<file path="config.mk">
export PLATFORM = sky130hd
export DESIGN_NAME = axis_ring_fifo
export DESIGN_NICKNAME = d
export VERILOG_FILES = /design/src/rtl/axis_ring_fifo.sv
export SDC_FILE = /design/constraint.sdc
export NUM_CORES = 1
export LEC_CHECK = 0
export CORE_MARGIN = 2
export CORE_UTILIZATION = 38
export DETAILED_ROUTE_END_ITERATION = 16
export MAX_ROUTING_LAYER = met4
export PLACE_DENSITY_LB_ADDON = 0.15
export RECOVER_POWER = 50
export SYNTH_ARGS = -nofsm -noshare
export SYNTH_HDL_FRONTEND = slang
export SYNTH_SLANG_ARGS = --single-unit
</file>
<file path="constraint.sdc">
create_clock -name clock -period 2.5 [get_ports clock]
set_input_delay 0.375 -clock clock [delete_from_list [all_inputs] [get_ports clock]]
set_output_delay 0.375 -clock clock [all_outputs]
set_load 0.02 [all_outputs]
</file>
<file path="src/rtl/axis_ring_fifo.sv">
// ---------------------------------------------------------------------------
// axis_ring_fifo
//
// Elastic AXI-stream buffer built on a circular RAM plus a registered head
// word. The head of the queue always lives in the odata register so that
// every output is driven straight from a flop; the remaining DEPTH-1 words
// sit in a RAM addressed by wrapping read/write pointers, so depth can grow
// without shifting entries.
//
// Optional feature macro: AXIS_RING_FIFO_PACKET_EN
//   When defined, ilast/olast exist, a last bit travels with every word, and
//   ovalid is withheld until a complete packet is buffered (or the FIFO is
//   full, so that packets longer than DEPTH cannot deadlock).
//
// Parameters:
//   WIDTH        data word width
//   DEPTH        total capacity in words (>= 2, any integer), head included
//   ALMOST_FULL  level threshold for almost_full (1..DEPTH)
//   LEVEL_WIDTH  width of the level output
//
// Ports:
//   clock        rising-edge clock
//   reset        asynchronous active-high reset
//   clear        synchronous flush, wins over any handshake in that cycle
//   level        number of words currently held
//   almost_full  level >= ALMOST_FULL
//   idata/ivalid/iready   input stream
//   odata/ovalid/oready   output stream (odata registered)
//   ilast/olast  packet boundary, packet mode only
// ---------------------------------------------------------------------------
module axis_ring_fifo #(
   parameter int WIDTH       = 8,
   parameter int DEPTH       = 16,
   parameter int ALMOST_FULL = DEPTH - 2,
   parameter int LEVEL_WIDTH = $clog2(DEPTH + 1)
) (
   input  logic                   clock,
   input  logic                   reset,
   input  logic                   clear,
   output logic [LEVEL_WIDTH-1:0] level,
   output logic                   almost_full,
   input  logic [WIDTH-1:0]       idata,
   input  logic                   ivalid,
   output logic                   iready,
   output logic [WIDTH-1:0]       odata,
   output logic                   ovalid,
   input  logic                   oready
`ifdef AXIS_RING_FIFO_PACKET_EN
   ,
   input  logic                   ilast,
   output logic                   olast
`endif
);

   localparam int RAM_DEPTH = DEPTH - 1;
   localparam int PTR_WIDTH = (RAM_DEPTH > 1) ? $clog2(RAM_DEPTH) : 1;
   localparam logic [PTR_WIDTH-1:0]   PTR_LAST   = PTR_WIDTH'(RAM_DEPTH - 1);
   localparam logic [LEVEL_WIDTH-1:0] LEVEL_FULL = LEVEL_WIDTH'(DEPTH);
   localparam logic [LEVEL_WIDTH-1:0] LEVEL_AF   = LEVEL_WIDTH'(ALMOST_FULL);
   localparam logic [LEVEL_WIDTH-1:0] LEVEL_ONE  = LEVEL_WIDTH'(1);

   logic [LEVEL_WIDTH-1:0] r_level;
   logic                   r_iready;
   logic                   r_ovalid;
   logic                   r_almostFull;
   logic [WIDTH-1:0]       r_odata;
   logic [PTR_WIDTH-1:0]   r_wp;
   logic [PTR_WIDTH-1:0]   r_rp;
   logic [WIDTH-1:0]       r_mem [RAM_DEPTH];

   logic                   w_push;
   logic                   w_pop;
   logic [LEVEL_WIDTH-1:0] w_nLevel;
   logic                   w_bypass;
   logic                   w_ramWrite;
   logic                   w_ramRead;
   logic                   w_nValid;

`ifdef AXIS_RING_FIFO_PACKET_EN
   logic                   r_memLast [RAM_DEPTH];
   logic                   r_olast;
   logic [LEVEL_WIDTH-1:0] r_packets;
   logic [LEVEL_WIDTH-1:0] w_nPackets;
`endif

   // Pointers cover only the RAM part of the storage, so they wrap after
   // RAM_DEPTH entries rather than at a power of two.
   function automatic logic [PTR_WIDTH-1:0] nextPtr(input logic [PTR_WIDTH-1:0] ptr);
      return (ptr == PTR_LAST) ? '0 : ptr + PTR_WIDTH'(1);
   endfunction

   assign level       = r_level;
   assign iready      = r_iready;
   assign ovalid      = r_ovalid;
   assign almost_full = r_almostFull;
   assign odata       = r_odata;
`ifdef AXIS_RING_FIFO_PACKET_EN
   assign olast       = r_olast;
`endif

   // Handshakes only look at registered ready/valid, which keeps every
   // output free of combinational paths from ivalid or oready.
   assign w_push   = ivalid && r_iready;
   assign w_pop    = r_ovalid && oready;
   assign w_nLevel = r_level + LEVEL_WIDTH'(w_push) - LEVEL_WIDTH'(w_pop);

   // The head register takes the input word directly whenever the RAM holds
   // nothing that should come out first: an empty FIFO, or a single word
   // that is leaving in the same cycle. Otherwise pushes go to the RAM and
   // pops refill the head from the RAM.
   assign w_bypass   = w_push && ((r_level == '0) || ((r_level == LEVEL_ONE) && w_pop));
   assign w_ramWrite = w_push && !w_bypass;
   assign w_ramRead  = w_pop && (r_level > LEVEL_ONE);

   // Output valid for the next cycle. In packet mode a partial packet is
   // held back unless the FIFO is full, which is the only way a packet
   // longer than the FIFO can make progress.
   always_comb begin
`ifdef AXIS_RING_FIFO_PACKET_EN
      w_nPackets = r_packets + LEVEL_WIDTH'(w_push && ilast) - LEVEL_WIDTH'(w_pop && r_olast);
      w_nValid   = (w_nLevel != '0) && ((w_nPackets != '0) || (w_nLevel == LEVEL_FULL));
`else
      w_nValid   = (w_nLevel != '0);
`endif
   end

   // Control and head-word registers. clear empties the FIFO and drops any
   // handshake of its cycle but leaves the stale head word in place, since
   // ovalid already marks it as meaningless.
   always_ff @(posedge clock or posedge reset) begin
      if (reset) begin
         r_level      <= '0;
         r_iready     <= 1'b0;
         r_ovalid     <= 1'b0;
         r_almostFull <= 1'b0;
         r_odata      <= '0;
         r_wp         <= '0;
         r_rp         <= '0;
      end else if (clear) begin
         r_level      <= '0;
         r_iready     <= 1'b1;
         r_ovalid     <= 1'b0;
         r_almostFull <= 1'b0;
         r_wp         <= '0;
         r_rp         <= '0;
      end else begin
         r_level      <= w_nLevel;
         r_iready     <= (w_nLevel < LEVEL_FULL);
         r_ovalid     <= w_nValid;
         r_almostFull <= (w_nLevel >= LEVEL_AF);
         if (w_bypass) begin
            r_odata <= idata;
         end else if (w_ramRead) begin
            r_odata <= r_mem[r_rp];
         end
         if (w_ramRead) begin
            r_rp <= nextPtr(r_rp);
         end
         if (w_ramWrite) begin
            r_wp <= nextPtr(r_wp);
         end
      end
   end

   // Storage array has no reset: its contents are only ever read behind a
   // valid level count, and leaving it unreset lets it map onto RAM cells.
   // While reset is high iready is low, so no write can be issued.
   always_ff @(posedge clock) begin
      if (w_ramWrite && !clear) begin
         r_mem[r_wp] <= idata;
`ifdef AXIS_RING_FIFO_PACKET_EN
         r_memLast[r_wp] <= ilast;
`endif
      end
   end

`ifdef AXIS_RING_FIFO_PACKET_EN
   // Packet bookkeeping: olast follows the head word through the same
   // bypass/refill paths as odata, and the counter tracks how many complete
   // packets are buffered.
   always_ff @(posedge clock or posedge reset) begin
      if (reset) begin
         r_olast   <= 1'b0;
         r_packets <= '0;
      end else if (clear) begin
         r_packets <= '0;
      end else begin
         r_packets <= w_nPackets;
         if (w_bypass) begin
            r_olast <= ilast;
         end else if (w_ramRead) begin
            r_olast <= r_memLast[r_rp];
         end
      end
   end
`endif

endmodule

</file>
==> results.tsv <==
stage	metric	value	unit
floorplan	Die H	131	um
sta	Rel. slew slack	48.9	%
floorplan	Starting Density	38.6	%
power	clock share of power	33.5	%
drt	total number of vias	3531	
drt	First-pass DRT Iterations	5	
global_routing	GR Util All Layers	17.5	%
worst_setup_path	setup slack, reg-to-reg	0.20	ns
worst_setup_path	crit path launch type	flip-flop	
yosys	commonest cells in the netlist	edfxtp_1 (120), nor2_1 (33), dfrtp_1 (24)	
drt	WL per Instance	19.1	um
floorplan	IO Pins	29	
power	internal power	5.15	mW
sta	Max Transition Viols Final	0	
drt	Residual DRC	0	
yosys	combinational family with the most area after synthesis	multiplexers	
floorplan	# rows	46	
placed_design	global placer's final weighted congestion	0.845	
yosys	total number of yosys warnings	0	
sta	Setup violations, final	0	
power	P_leak	2.59	nW
placed_design	Detailed Place HPWL	9170	um
floorplan	Die W	131	um
global_routing	grt ovf	0	
min_path	WHS Path Cells	2	
worst_setup_path	Worst Path Class, Setup	reg2reg	
worst_setup_path	worst path required time	2.80	ns
yosys	mux contribution to synthesized area	10.6	%
yosys	post-synthesis adder-cell area fraction	2.38	%
min_path	path category of the worst min-delay check	reg2reg	
clock_network	clk root buf	clkbuf_16	
clock_network	H-tree levels	4	
run	max-cap violations	0	
final_layout	fin nets	482	
clock_network	# Post-CTS Setup Buffers	0	
yosys	compound-gate portion of the synthesized area	7.89	%
yosys	Post-synth top flop	edfxtp_1	
yosys	Async S/R FF share, synth	16.7	%
run_status	run status	finished, final reports clean	
clock_network	largest buffer count on any clock path	2	
global_routing	vias in the first global route	3668	
worst_setup_path	Worst setup EP type	flip-flop	
worst_setup_path	CP arrival	2.60	ns
yosys	Mapped Area	6090	um2
sta	Max Clock Freq	435	MHz
final_layout	fraction of layout cells with a size suffix above 1	24.4	%
yosys	simple-gate share of the synthesized area	7.03	%
placed_design	DP Cell Count	655	
power	Peak VDD IR	668	uV
yosys	ranking of synthesized cells by area	edfxtp_1 (59%), dfrtp_1 (9.9%), mux4_2 (6.3%)	
drt	DRT iter0 DRCs	220	
power	Psw	2.11	mW
sta	endpoints failing hold	0	
power	Comb pwr share	26.2	%
clock_network	Worst-Skew Late Latency	0.42	ns
final_layout	Area Growth Syn to Fin	22.6	%
final_layout	ANT cells	0	
worst_setup_path	worst r2r dst	almost_full	
power	sequential cell fraction of total power	40.3	%
worst_setup_path	FF-to-FF Start	ovalid	
global_routing	largest net degree at the start of global routing	22	
clock_network	CTS Sinks	144	
worst_setup_path	worst-path fanout max	3	
yosys	Unique masters post-synth	48	
yosys	Seq/Total Area, Yosys	69.1	%
yosys	Syn Area/Cell	15.9	um2
yosys	share of the synthesized area in the top cell type	59.2	%
min_path	min-delay src	odata[3]	
sta	clk_skew	0.00604	ns
power	Power per Cell Area	972	nW/um2
sta	RSZ-0062 raised after global routing	false	
drt	DR vias/cell	5.14	
drt	Post-Route WL	13100	um
yosys	xor-xnor portion of the synthesized cell area	0.432	%
sta	fin crit period	2.30	ns
min_path	Hold Path Sink	odata[3]	
sta	Worst Max-Slew Pin Slew	0.766	ns
yosys	Yosys top cell by area	edfxtp_1	
placed_design	count of input and output buffers	28	
global_routing	initial antenna violation count	0	
worst_setup_path	worst reg-to-reg path cell count	12	
yosys	Yosys reg bits	144	
clock_network	post_cts resized	0	
yosys	synthesized instance count	383	
clock_network	Worst-path clk slew	0.06	ns
final_layout	Post-Route Utilization	47.3	%
clock_network	hold buffer count at cts	0	
yosys	most frequent cell after synthesis	edfxtp_1	
clock_network	CTS tree	done	
final_layout	fin cells	687	
sta	period utilization	91.9	%
yosys	Post-synth EDFFs	120	
yosys	syn nets	407	
floorplan	die area	17000	um2
floorplan	total core area	15800	um2
power	switching share of power	29.0	%
clock_network	total CTS buffers	17	
global_routing	first-pass GRT wire length	20600	um
drt	ANT nets after route	0	
[cells in the final DEF (no fill, tap or decap), drive strengths merged, types with 5 or more instances in the layout]
master         netlist  final
a2111oi              6      6
a21oi               13     13
a221oi               5      5
a22o                 5      5
buf                 10     46
clkbuf               9     19
clkdlybuf4s50        0     12
clkinv               0      8
dfrtp               24     24
dlygate4sd3          0     16
edfxtp             120    120
ha                  10     10
inv                 12     13
mux2                11     11
mux2i               14     14
mux4                17     17
nand2               19     19
nand2b               5      5
nor2                33     33
nor2b               10     10
nor3                 9      9
o21ai                8      8
[layer usage]
layer  routed length (um)  part of all wire [%]  global-route usage [%]  vias to the layer above
met5                    0                     0                       -                        -
met4                  161                   1.2                    5.44                        0
met3                  606                   4.6                    4.89                       12
met2                 6510                    50                    27.8                       82
met1                 5850                    45                    22.1                     1798
li1                     -                     -                       -                     1639
[power groups by stage]
stage | logic (mW) | clock network (mW) | registers, mW
6_report | 1.90 | 2.43 | 2.92
5_1_grt | 2.10 | 2.61 | 2.95
4_1_cts | 1.96 | 2.48 | 2.93
3_5_place_dp | 1.95 | 0 | 2.98
3_3_place_gp | 1.93 | 0 | 2.98
2_1_floorplan | 1.15 | 0 | 3.05
[cells by family (layout without fill, tap and decap cells)]
logic type,Yosys count,after routing
flops,144,144
simple gates,88,88
compound gates,64,64
buf+inv,31,119
fa+ha+maj,11,11
xor+xnor,3,3
mux,42,42
[critical path: stages, from the launching register on]
cell      delay [ns]
dfrtp_1         0.38
nand2_1         0.09
inv_1           0.05
ha_1            0.28
inv_1           0.05
ha_1            0.15
inv_1           0.05
fa_1            0.37
o21bai_1        0.15
a21oi_1         0.10
xnor2_1         0.13
or2_2           0.30
o41ai_1         0.08
[worst max path at each step]
stage	start	endpoint	slack, ns	cells after the start
floorplan	level[2]	r_mem[8][0]	0.03	7
global placement	oready	almost_full	-0.16	13
detailed placement	oready	almost_full	-0.22	13
CTS	ovalid	almost_full	0.17	12
global route	ovalid	almost_full	0.04	12
finish	ovalid	almost_full	0.20	12
[stage by stage]
step	hold slack, ns	total power [mW]	worst slack, ns	TNS [ns]	instance area (um2)
4_1_cts	0.430	7.37	0.174	0	7460
6_report	0.498	7.26	0.204	0	7460
3_3_place_gp	0.482	4.91	-0.163	-0.506	6890
3_5_place_dp	0.497	4.92	-0.220	-0.672	6890
5_1_grt	0.532	7.65	0.0413	0	7460
2_1_floorplan	0.390	4.20	0.0313	0	6090
[flip-flops by register name (all words and copies together) (netlist names)]
register     count
almost_full      1
iready           1
level            5
odata            8
ovalid           1
r_mem          120
r_rp             4
r_wp             4
[cell type report]
| cell class | instances | area, um2 |
|---|---|---|
| Fill cell | 1393 | 8310 |
| Sequential cell | 144 | 4210 |
| Multi-Input combinational cell | 208 | 1730 |
| Timing Repair Buffer | 75 | 642 |
| Clock buffer | 18 | 429 |
| Tap cell | 216 | 270 |
| Clock inverter | 14 | 143 |
| Inverter | 12 | 45.0 |
No activity file was read; power rests on OpenSTA's default activity.
